File: src/rtl/alu_issue_if.sv
// Enqueue, writeback-broadcast and ALU0/ALU1 issue handshakes of the ALU issue queue.
// master = dispatch/writeback/ALU side, slave = alu_issue_arbiter.
interface alu_issue_if #(
    parameter int PADDR_W   = 6,
    parameter int PAYLOAD_W = 96
);
    logic                   enq_valid;
    logic                   enq_ready;
    logic [PAYLOAD_W-1:0]   enq_payload;
    logic [PADDR_W-1:0]     enq_src0_tag;
    logic                   enq_src0_rdy;
    logic [PADDR_W-1:0]     enq_src1_tag;
    logic                   enq_src1_rdy;
    logic [PADDR_W-1:0]     enq_dst_tag;
    logic                   enq_dst_we;
    logic [1:0]             wb_valid;
    logic [2*PADDR_W-1:0]   wb_tag;
    logic                   iss0_valid;
    logic                   iss0_ready;
    logic [PAYLOAD_W-1:0]   iss0_payload;
    logic                   iss1_valid;
    logic                   iss1_ready;
    logic [PAYLOAD_W-1:0]   iss1_payload;

    modport master (
        output enq_valid, enq_payload, enq_src0_tag, enq_src0_rdy, enq_src1_tag,
               enq_src1_rdy, enq_dst_tag, enq_dst_we, wb_valid, wb_tag,
               iss0_ready, iss1_ready,
        input  enq_ready, iss0_valid, iss0_payload, iss1_valid, iss1_payload
    );

    modport slave (
        input  enq_valid, enq_payload, enq_src0_tag, enq_src0_rdy, enq_src1_tag,
               enq_src1_rdy, enq_dst_tag, enq_dst_we, wb_valid, wb_tag,
               iss0_ready, iss1_ready,
        output enq_ready, iss0_valid, iss0_payload, iss1_valid, iss1_payload
    );
endinterface

File: src/rtl/alu_issue_arbiter.sv
// Dual-issue ALU issue queue: operand wakeup from writebacks and own grants, oldest-first select.
// Optional performance counters are built when ALU_ISSUE_PERF_EN is defined.
module alu_issue_arbiter #(
    parameter int DEPTH     = 8,
    parameter int PADDR_W   = 6,
    parameter int PAYLOAD_W = 96
) (
    input  logic                    clk,
    input  logic                    rst,
    input  logic                    flush,
    alu_issue_if.slave              io,
    output logic [$clog2(DEPTH):0]  occupancy,
    output logic [31:0]             perf_issue_cnt,
    output logic [31:0]             perf_full_cnt
);
    localparam int IDX_W = $clog2(DEPTH);
    localparam int OCC_W = IDX_W + 1;
    localparam int NBC   = 4;
    localparam logic [OCC_W-1:0] DEPTH_OCC = OCC_W'(DEPTH);

    typedef logic [DEPTH-1:0] vec_t;

    vec_t                 valid_q, valid_d;
    vec_t                 src0_rdy_q, src0_rdy_d;
    vec_t                 src1_rdy_q, src1_rdy_d;
    vec_t                 dst_we_q, dst_we_d;
    vec_t                 older_q [DEPTH];
    vec_t                 older_d [DEPTH];
    logic [PADDR_W-1:0]   src0_tag_q [DEPTH];
    logic [PADDR_W-1:0]   src0_tag_d [DEPTH];
    logic [PADDR_W-1:0]   src1_tag_q [DEPTH];
    logic [PADDR_W-1:0]   src1_tag_d [DEPTH];
    logic [PADDR_W-1:0]   dst_tag_q [DEPTH];
    logic [PADDR_W-1:0]   dst_tag_d [DEPTH];
    logic [PAYLOAD_W-1:0] payload_q [DEPTH];
    logic [PAYLOAD_W-1:0] payload_d [DEPTH];
    logic [OCC_W-1:0]     occ_q, occ_d;

    vec_t                 ready_vec, sel0_oh, sel1_oh, gnt0_oh, gnt1_oh;
    logic                 issue_en, enq_fire, gnt0, gnt1, gnt0_we, gnt1_we;
    logic [1:0]           n_gnt;
    logic [IDX_W-1:0]     free_idx;
    logic [PADDR_W-1:0]   gnt0_dst, gnt1_dst;
    logic [NBC-1:0]       bc_vld;
    logic [NBC*PADDR_W-1:0] bc_tag;

    function automatic logic tag_hit(input logic [PADDR_W-1:0] tag,
                                     input logic [NBC-1:0] vld,
                                     input logic [NBC*PADDR_W-1:0] tags);
        logic hit;
        hit = 1'b0;
        for (int k = 0; k < NBC; k++) begin
            if (vld[k] && (tags[k*PADDR_W +: PADDR_W] == tag)) hit = 1'b1;
        end
        return hit;
    endfunction

    // older[i] holds the set of entries enqueued before entry i.
    function automatic vec_t oldest(input vec_t cand, input vec_t older [DEPTH]);
        vec_t oh;
        oh = '0;
        for (int i = 0; i < DEPTH; i++) begin
            if (cand[i] && ((older[i] & cand) == '0)) oh[i] = 1'b1;
        end
        return oh;
    endfunction

    assign io.enq_ready = ~rst & (occ_q < DEPTH_OCC);
    assign occupancy    = occ_q;

    always_comb begin
        issue_en        = ~rst & ~flush;
        ready_vec       = valid_q & src0_rdy_q & src1_rdy_q & {DEPTH{issue_en}};
        sel0_oh         = oldest(ready_vec, older_q);
        sel1_oh         = oldest(ready_vec & ~sel0_oh, older_q);
        io.iss0_valid   = |sel0_oh;
        io.iss1_valid   = |sel1_oh;
        io.iss0_payload = '0;
        io.iss1_payload = '0;
        gnt0_dst        = '0;
        gnt1_dst        = '0;
        gnt0_we         = 1'b0;
        gnt1_we         = 1'b0;
        for (int i = 0; i < DEPTH; i++) begin
            if (sel0_oh[i]) begin
                io.iss0_payload = payload_q[i];
                gnt0_dst        = dst_tag_q[i];
                gnt0_we         = dst_we_q[i];
            end
            if (sel1_oh[i]) begin
                io.iss1_payload = payload_q[i];
                gnt1_dst        = dst_tag_q[i];
                gnt1_we         = dst_we_q[i];
            end
        end
        gnt0    = io.iss0_valid & io.iss0_ready;
        gnt1    = io.iss1_valid & io.iss1_ready;
        gnt0_oh = gnt0 ? sel0_oh : '0;
        gnt1_oh = gnt1 ? sel1_oh : '0;
        n_gnt   = {1'b0, gnt0} + {1'b0, gnt1};
        // Grants broadcast their destination at the same edge so dependents issue back-to-back.
        bc_vld  = {gnt1 & gnt1_we, gnt0 & gnt0_we, io.wb_valid};
        bc_tag  = {gnt1_dst, gnt0_dst, io.wb_tag};
    end

    always_comb begin
        free_idx = '0;
        for (int i = DEPTH - 1; i >= 0; i--) begin
            if (!valid_q[i]) free_idx = IDX_W'(i);
        end
        enq_fire   = io.enq_valid & io.enq_ready & ~flush;
        valid_d    = valid_q & ~(gnt0_oh | gnt1_oh);
        src0_rdy_d = src0_rdy_q;
        src1_rdy_d = src1_rdy_q;
        dst_we_d   = dst_we_q;
        older_d    = older_q;
        src0_tag_d = src0_tag_q;
        src1_tag_d = src1_tag_q;
        dst_tag_d  = dst_tag_q;
        payload_d  = payload_q;
        for (int i = 0; i < DEPTH; i++) begin
            if (tag_hit(src0_tag_q[i], bc_vld, bc_tag)) src0_rdy_d[i] = 1'b1;
            if (tag_hit(src1_tag_q[i], bc_vld, bc_tag)) src1_rdy_d[i] = 1'b1;
        end
        if (enq_fire) begin
            valid_d[free_idx]    = 1'b1;
            src0_rdy_d[free_idx] = io.enq_src0_rdy | tag_hit(io.enq_src0_tag, bc_vld, bc_tag);
            src1_rdy_d[free_idx] = io.enq_src1_rdy | tag_hit(io.enq_src1_tag, bc_vld, bc_tag);
            dst_we_d[free_idx]   = io.enq_dst_we;
            src0_tag_d[free_idx] = io.enq_src0_tag;
            src1_tag_d[free_idx] = io.enq_src1_tag;
            dst_tag_d[free_idx]  = io.enq_dst_tag;
            payload_d[free_idx]  = io.enq_payload;
            for (int i = 0; i < DEPTH; i++) older_d[i][free_idx] = 1'b0;
            older_d[free_idx] = valid_q;
        end
        if (flush) valid_d = '0;
        occ_d = flush ? '0 : (occ_q + OCC_W'(enq_fire) - OCC_W'(n_gnt));
    end

    always_ff @(posedge clk) begin
        if (rst) begin
            valid_q    <= '0;
            src0_rdy_q <= '0;
            src1_rdy_q <= '0;
            occ_q      <= '0;
        end else begin
            valid_q    <= valid_d;
            src0_rdy_q <= src0_rdy_d;
            src1_rdy_q <= src1_rdy_d;
            occ_q      <= occ_d;
        end
    end

    // Entry contents are qualified by valid_q and need no reset.
    always_ff @(posedge clk) begin
        dst_we_q   <= dst_we_d;
        older_q    <= older_d;
        src0_tag_q <= src0_tag_d;
        src1_tag_q <= src1_tag_d;
        dst_tag_q  <= dst_tag_d;
        payload_q  <= payload_d;
    end

`ifdef ALU_ISSUE_PERF_EN
    logic [31:0] perf_issue_q, perf_issue_d, perf_full_q, perf_full_d;

    always_comb begin
        perf_issue_d = perf_issue_q + 32'(n_gnt);
        perf_full_d  = perf_full_q + 32'(io.enq_valid & ~io.enq_ready);
    end

    always_ff @(posedge clk) begin
        if (rst) begin
            perf_issue_q <= '0;
            perf_full_q  <= '0;
        end else begin
            perf_issue_q <= perf_issue_d;
            perf_full_q  <= perf_full_d;
        end
    end

    assign perf_issue_cnt = perf_issue_q;
    assign perf_full_cnt  = perf_full_q;
`else
    assign perf_issue_cnt = '0;
    assign perf_full_cnt  = '0;
`endif
endmodule

File: src/flat_wrapper.sv
// flat-port wrapper written by rule: the top's interface ports become plain ports
module alu_issue_arbiter_flat 
#(
    parameter int DEPTH     = 8,
    parameter int PADDR_W   = 6,
    parameter int PAYLOAD_W = 96
)
  (clk, rst, flush, occupancy, perf_issue_cnt, perf_full_cnt, io_enq_valid, io_enq_payload, io_enq_src0_tag, io_enq_src0_rdy, io_enq_src1_tag, io_enq_src1_rdy, io_enq_dst_tag, io_enq_dst_we, io_wb_valid, io_wb_tag, io_iss0_ready, io_iss1_ready, io_enq_ready, io_iss0_valid, io_iss0_payload, io_iss1_valid, io_iss1_payload);
  alu_issue_if #(.PADDR_W(PADDR_W), .PAYLOAD_W(PAYLOAD_W)) io_i ();
  input  logic clk;
  input  logic rst;
  input  logic flush;
  output logic [$clog2(DEPTH):0] occupancy;
  output logic [31:0] perf_issue_cnt;
  output logic [31:0] perf_full_cnt;
  input wire logic [$bits(io_i.enq_valid)-1:0] io_enq_valid;
  input wire logic [$bits(io_i.enq_payload)-1:0] io_enq_payload;
  input wire logic [$bits(io_i.enq_src0_tag)-1:0] io_enq_src0_tag;
  input wire logic [$bits(io_i.enq_src0_rdy)-1:0] io_enq_src0_rdy;
  input wire logic [$bits(io_i.enq_src1_tag)-1:0] io_enq_src1_tag;
  input wire logic [$bits(io_i.enq_src1_rdy)-1:0] io_enq_src1_rdy;
  input wire logic [$bits(io_i.enq_dst_tag)-1:0] io_enq_dst_tag;
  input wire logic [$bits(io_i.enq_dst_we)-1:0] io_enq_dst_we;
  input wire logic [$bits(io_i.wb_valid)-1:0] io_wb_valid;
  input wire logic [$bits(io_i.wb_tag)-1:0] io_wb_tag;
  input wire logic [$bits(io_i.iss0_ready)-1:0] io_iss0_ready;
  input wire logic [$bits(io_i.iss1_ready)-1:0] io_iss1_ready;
  output wire logic [$bits(io_i.enq_ready)-1:0] io_enq_ready;
  output wire logic [$bits(io_i.iss0_valid)-1:0] io_iss0_valid;
  output wire logic [$bits(io_i.iss0_payload)-1:0] io_iss0_payload;
  output wire logic [$bits(io_i.iss1_valid)-1:0] io_iss1_valid;
  output wire logic [$bits(io_i.iss1_payload)-1:0] io_iss1_payload;
  assign io_i.enq_valid = io_enq_valid;
  assign io_i.enq_payload = io_enq_payload;
  assign io_i.enq_src0_tag = io_enq_src0_tag;
  assign io_i.enq_src0_rdy = io_enq_src0_rdy;
  assign io_i.enq_src1_tag = io_enq_src1_tag;
  assign io_i.enq_src1_rdy = io_enq_src1_rdy;
  assign io_i.enq_dst_tag = io_enq_dst_tag;
  assign io_i.enq_dst_we = io_enq_dst_we;
  assign io_i.wb_valid = io_wb_valid;
  assign io_i.wb_tag = io_wb_tag;
  assign io_i.iss0_ready = io_iss0_ready;
  assign io_i.iss1_ready = io_iss1_ready;
  assign io_enq_ready = io_i.enq_ready;
  assign io_iss0_valid = io_i.iss0_valid;
  assign io_iss0_payload = io_i.iss0_payload;
  assign io_iss1_valid = io_i.iss1_valid;
  assign io_iss1_payload = io_i.iss1_payload;
  alu_issue_arbiter #(.DEPTH(DEPTH), .PADDR_W(PADDR_W), .PAYLOAD_W(PAYLOAD_W)) u_core (.clk(clk), .rst(rst), .flush(flush), .io(io_i), .occupancy(occupancy), .perf_issue_cnt(perf_issue_cnt), .perf_full_cnt(perf_full_cnt));
endmodule
File: config.mk
export PLATFORM = sky130hd
export DESIGN_NAME = alu_issue_arbiter_flat
export DESIGN_NICKNAME = d
export VERILOG_FILES = /design/src/rtl/alu_issue_if.sv /design/src/rtl/alu_issue_arbiter.sv /design/src/flat_wrapper.sv
export SDC_FILE = /design/constraint.sdc
export NUM_CORES = 2
export LEC_CHECK = 0
export ABC_CLOCK_PERIOD_IN_PS = 13900
export BUFFER_PORTS_ARGS = -buffer_cell sky130_fd_sc_hd__buf_2
export CAP_MARGIN = 5
export CORE_UTILIZATION = 45
export DETAILED_ROUTE_END_ITERATION = 7
export PLACE_DENSITY_LB_ADDON = 0.25
export RECOVER_POWER = 25
export SYNTH_ARGS = -nofsm -noshare
export SYNTH_HDL_FRONTEND = slang
export SYNTH_SLANG_ARGS = --single-unit
File: constraint.sdc
create_clock -name clk -period 13.9 [get_ports clk]
set_input_delay 0 -clock clk [delete_from_list [all_inputs] [get_ports clk]]
set_output_delay 0 -clock clk [all_outputs]
set_load 0.02 [all_outputs]
# == Word level (Yosys, flattened, before mapping) ==
# Cells that the tools add are included.
# totals
regBits,1012
latchBits,0
ramBits,0
romBits,0
input_bits,137
output_inout_bits,263
mem_count,0
# op_classes
add_sub_neg,3
mul,0
div,0
n_lt_le_gt_ge,5
eq_ne,72
n_shift,0
muxes,183
bitwise,47
reduce_logical,109
# ops
operator,n
$mux 96,17
$bwmux 768,1
$eq 6x6->1,72
$demux 96 s3,1
$and 8x8->8,29
$bwmux 48,3
$logic_not 8->1,16
$mux 1,123
$mux 6,17
$logic_and 1x1->1,90
$bwmux 64,1
$mux 8,6
$bwmux 8,3
$demux 8 s3,1
$mux 3,8
$not 8->8,3
$demux 6 s3,1
$or 8x8->8,2
$reduce_or 8->1,2
$and 1x1->1,8
$add 4x1->4,1
$ge 4x4->1 const B,1
$lt 3x4->1 const B,1
$lt 4x1->1 const B,1
9 further kinds,11

# == Logic depth before layout (Yosys ltp) ==
# logic_depth
depth_word,28
ltp_mapped,23

# == Worst setup path after synthesis ==
# OpenSTA, ideal clock, no wires.
# synth_path
path_type,input-to-reg
start,in rst
end,reg u_core.src0_rdy_q[6]
t_arrival_ns,15.158
t_required_ns,13.775
slack_ns,-1.383
cell_stages,10
path_cell_list,buf_6 -> or2_1 -> buf_6 -> buf_12 -> nor3b_1 -> clkinv_1 -> nor3_1 -> nor4_1 -> a21o_1 -> a22oi_1
# synth_rtl
item,line,text
start: declaration,flat_wrapper.sv:11,input logic rst;
$not 1->1,alu_issue_arbiter.sv:68,assign io.enq_ready = ~rst & (occ_q < DEPTH_OCC);
$and 1x1->1,alu_issue_arbiter.sv:68,
$and 1x1->1 (2 in a row),alu_issue_arbiter.sv:111,enq_fire = io.enq_valid & io.enq_ready & ~flush;
via u_core.enq_fire,alu_issue_arbiter.sv:40,"logic issue_en, enq_fire, gnt0, gnt1, gnt0_we, gnt1_we;"
$mux 8,alu_issue_arbiter.sv:125,if (enq_fire) begin
end signal: assignment,alu_issue_arbiter.sv:149,src0_rdy_q <= src0_rdy_d;
end: declaration,alu_issue_arbiter.sv:24,"vec_t src0_rdy_q, src0_rdy_d;"
# The timed path passes the listed nets, and every way through them passes these cells. The select of a mux whose other input is x is not followed.
# A chain may end at the register's enable or synchronous reset.

# == Final worst setup path ==
# layout_path
start,reg u_core.valid_q[1]
end,out io_iss1_payload[7]
# layout_via
elab_chain_len,21
# layout_lines
item,line,text
start: declaration,alu_issue_arbiter.sv:23,"vec_t valid_q, valid_d;"
start signal: assignment,alu_issue_arbiter.sv:148,valid_q <= valid_d;
$and 8x8->8 (*) (3 in a row),alu_issue_arbiter.sv:73,ready_vec = valid_q & src0_rdy_q & src1_rdy_q & {DEPTH{issue_en}};
$and 8x8->8,alu_issue_arbiter.sv:63,if (cand[i] && ((older[i] & cand) == '0)) oh[i] = 1'b1;
$logic_not 8->1,alu_issue_arbiter.sv:63,
$logic_and 1x1->1,alu_issue_arbiter.sv:63,
$mux 1,alu_issue_arbiter.sv:63,
$not 8->8,alu_issue_arbiter.sv:75,"sel1_oh = oldest(ready_vec & ~sel0_oh, older_q);"
$and 8x8->8 (*),alu_issue_arbiter.sv:75,
$and 8x8->8,alu_issue_arbiter.sv:63,
$logic_not 8->1,alu_issue_arbiter.sv:63,
$logic_and 1x1->1,alu_issue_arbiter.sv:63,
$mux 1,alu_issue_arbiter.sv:63,
$mux 96 (7 in a row),alu_issue_arbiter.sv:90,if (sel1_oh[i]) begin
$mux 96 (*),alu_issue_arbiter.sv:90,
end: declaration,flat_wrapper.sv:32,output wire logic [$bits(io_i.iss1_payload)-1:0] io_iss1_payload;
# Every way passes the cells marked *; elsewhere a longest branch is shown, timed or not.

==> run metrics <==
Max-slew headroom=8.25%; status=finished with violations; Arrival @ worst endpoint=8.17 ns; Mapped Cells=5,020; HPWL after DPL=around 120,000 µm; Die Ht=approximately 350 µm; worst setup path endpoint=io_iss1_payload[7]; Filler Cells Inserted=around 10,000; Netlist Area Pre-Place=0.0536 mm²; final hold viol count=0; max_cap viols=0; CTS-repair resized insts=0; Final setup viols=0; Min Clock Period, post-route=between 8 and 9 ns; Slew @ Worst Pin=approximately 1.4 ns; Max VDD drop=roughly 0.00011 V; area of the multi-input gates=about 0.021 mm²; clock tree buffer depth=3; Root Driver=clkbuf_16; Pre-Repair DR Iteration Count=8; period utilisation layout=between 50% and 60%; DRC viols=27; Worst-Skew Late Latency=roughly 0.73 ns; synth warn=0; Startpoint Class=flop; static leakage=~20 nW; CTS Buf Count=110; DIE WIDTH=roughly 350 µm; Post-synth EDFFs=between 900 and 1,000; post-CTS setup buffer count=0; Total Power=about 6.5 mW; power per cell area=between 100 and 150 mW/mm²; row count=roughly 130; TritonCTS clock tree=built; worst r2r src=u_core.valid_q[1]$_SDFF_PP0_; largest cells by area after synthesis=edfxtp_1, nand2_1, o21ai_0; initial antenna violation count=19; vias=~45,000; gpl congestion=1.03; number of H-tree levels=3; layout cells sized above 1=roughly 11%; Seq/Total Area, Yosys=between 50 and 60%; I/O Pins=400; Hold Buf Count CTS=about 120; core area=0.118 mm²; Worst Path Required=around 14 ns; crit-path max cell delay=~1.1 ns; crit path cell chain=nand2_1, nor3_1, nor4_2, nand2_1, a2111oi_1, nand2_4, buf_4, nand2b_4, buf_4, o221ai_1, o21ai_0, buf_2; Die Area=about 0.12 mm²; clk_skew=around 0.043 ns; WS Path Type=flop to output port; grt ovf=0; gr usage total=between 30% and 40%; top cells by instance count after synthesis=edfxtp_1, nand2_1, nor2_1; reg2reg end=u_core.occupancy[3]$_SDFF_PP0_; main flop type after synthesis=edfxtp_1; worst setup path startpoint=u_core.valid_q[1]$_SDFF_PP0_; Unique masters post-synth=~110; CP max-delay cell=o21ai_0; Layout Nets=5,326; Worst-path clk slew=0.06 ns; Vias/cell=around 6.7; Yosys top cell area share=approximately 55%; post-route ant nets=0; Fmax=about 120 MHz; largest net degree at the start of global routing=approximately 200; crit-path max FO=67; RSZ-0062 raised after global routing=no; Syn Area/Cell=around 11 µm²; Hold Path Class=primary input to flop; CTS sink count=1,012; R2R setup slack=around 7 ns; first-pass GRT wire length=slightly below 300,000 µm; Placed Area=~0.056 mm²; fin area=0.0608 mm²; critical path capture point type=output port; routed wire length=between 200,000 and 250,000 µm; hold path cells=4; cell with the most instances after synthesis=edfxtp_1; fraction of registers with async set/reset=0%; Area Overhead vs Synth=13.3%; max-slew violations=0; number of synthesized register bits=just over 1,000; drt wl/cell=about 30 µm; reg2reg path depth=19; Initial Util=a little under half; failing checks=DRC; Synth area leader=edfxtp_1; DRT iter0 DRCs=just under 7,000; IO Port Bufs=between 300 and 400; setup TNS=0 ns; vias in the first global route=about 43,000; register area=~0.03 mm²
[critical path: cells and delay by family (launching register included)]
family                 cells  cell delay, ns
flip-flops                 1            0.43
AO/OA/AOI/OAI              3            2.27
AND/OR/NAND/NOR            6            2.96
buffers and inverters      3            1.73
[area by class of cell]
class	count	share of cell area, %
multi-input combinational	3466	35.2
clock inverter	70	1.17
sequential	1012	49.6
timing repair buffer	541	5.82
tap	1536	3.16
clock buffer	132	4.70
antenna	6	0.0247
inverter	53	0.327
[stage by stage]
step                util, %  worst slack (ns)  std cells  hold slack (ns)
floorplan                 -             -1.38       5083           0.0989
global placement       47.5              6.85       6487            0.273
detailed placement     47.5              6.74       6487            0.272
CTS                    51.5              6.18       6810          0.00436
global route           51.4              5.73       6812           0.0215
finish                 51.5              5.73       6816           0.0630
[power breakdown]
part	switching [mW]	internal (mW)
registers	0.0164	3.37
logic	0.153	0.0676
clock network	1.28	1.66
total	1.44	5.09
[how the worst min path moves through the flow]
stage	from	to	slack (ns)
CTS	flush	u_core.occupancy[1]$_SDFF_PP0_	0.004
floorplan	io_enq_dst_tag[0]	u_core.dst_tag_q[0]$_DFFE_PP_	0.1
detailed placement	io_enq_payload[21]	u_core.payload_q[597]$_DFFE_PP_	0.27
global route	flush	u_core.occupancy[1]$_SDFF_PP0_	0.02
global placement	io_enq_payload[21]	u_core.payload_q[693]$_DFFE_PP_	0.27
finish	flush	u_core.occupancy[1]$_SDFF_PP0_	0.06
[cells by family (layout without fill, tap and decap cells)]
group | count (synthesis) | in the layout | synth area share [%]
AND/OR/NAND/NOR | 1524 | 1524 | 12.8
adder cells (fa/ha/maj) | 5 | 5 | 0.145
XOR/XNOR | 384 | 384 | 6.27
multiplexers | 17 | 17 | 0.338
AO/OA/AOI/OAI | 1472 | 1472 | 19.4
other | 1 | 70 | 0.00699
buffers and inverters | 605 | 796 | 4.86
flip-flops | 1012 | 1012 | 56.2
[layout by cell type (no fill, tap or decap), types with 14 or more instances in the layout]
| cell type | synthesis | layout |
|---|---|---|
| a21oi_1 | 224 | 223 |
| o311ai_0 | 115 | 115 |
| xnor2_1 | 194 | 194 |
| inv_1 | 51 | 51 |
| nor2_1 | 464 | 456 |
| clkbuf_1 | 363 | 94 |
| conb_1 | 1 | 64 |
| a21boi_0 | 22 | 22 |
| clkinv_2 | 0 | 23 |
| o211ai_1 | 60 | 60 |
| nor3_1 | 168 | 162 |
| a2111oi_0 | 16 | 16 |
| xor2_1 | 190 | 190 |
| nand3_1 | 47 | 42 |
| edfxtp_1 | 984 | 984 |
| o221ai_1 | 80 | 80 |
| a221o_1 | 19 | 18 |
| a21o_1 | 34 | 34 |
| a211oi_1 | 96 | 95 |
| nor4_1 | 81 | 81 |
| clkbuf_16 | 0 | 110 |
| nand4_1 | 80 | 80 |
| buf_4 | 68 | 77 |
| dlygate4sd3_1 | 0 | 121 |
| a31oi_1 | 14 | 14 |
| nand3b_1 | 14 | 14 |
| a22oi_1 | 20 | 20 |
| dfxtp_1 | 28 | 28 |
| clkinv_1 | 2 | 26 |
| a221oi_1 | 201 | 200 |
| buf_2 | 30 | 261 |
| nand2_1 | 584 | 583 |
| o21ai_0 | 401 | 399 |
| o22ai_1 | 41 | 41 |
[flip-flops by register name, indices dropped and copies added, names as in the netlist, named ones only]
register / cells
u_core.payload_q: 768
u_core.src1_tag_q: 48
u_core.occupancy: 4
u_core.dst_tag_q: 48
u_core.src1_rdy_q: 8
u_core.src0_rdy_q: 8
u_core.dst_we_q: 8
u_core.older_q: 56
u_core.valid_q: 8
u_core.src0_tag_q: 48
[metal layers]
| layer | up-vias | share of wire, % | global-route usage [%] |
|---|---|---|---|
| met5 | - | 0.073 | 0 |
| met4 | 22 | 4.1 | 12.8 |
| met3 | 517 | 12 | 7.66 |
| met2 | 3046 | 45 | 50.9 |
| met1 | 22379 | 40 | 45.2 |
| li1 | 19376 | - | - |
No activity file was read; power rests on OpenSTA's default activity.
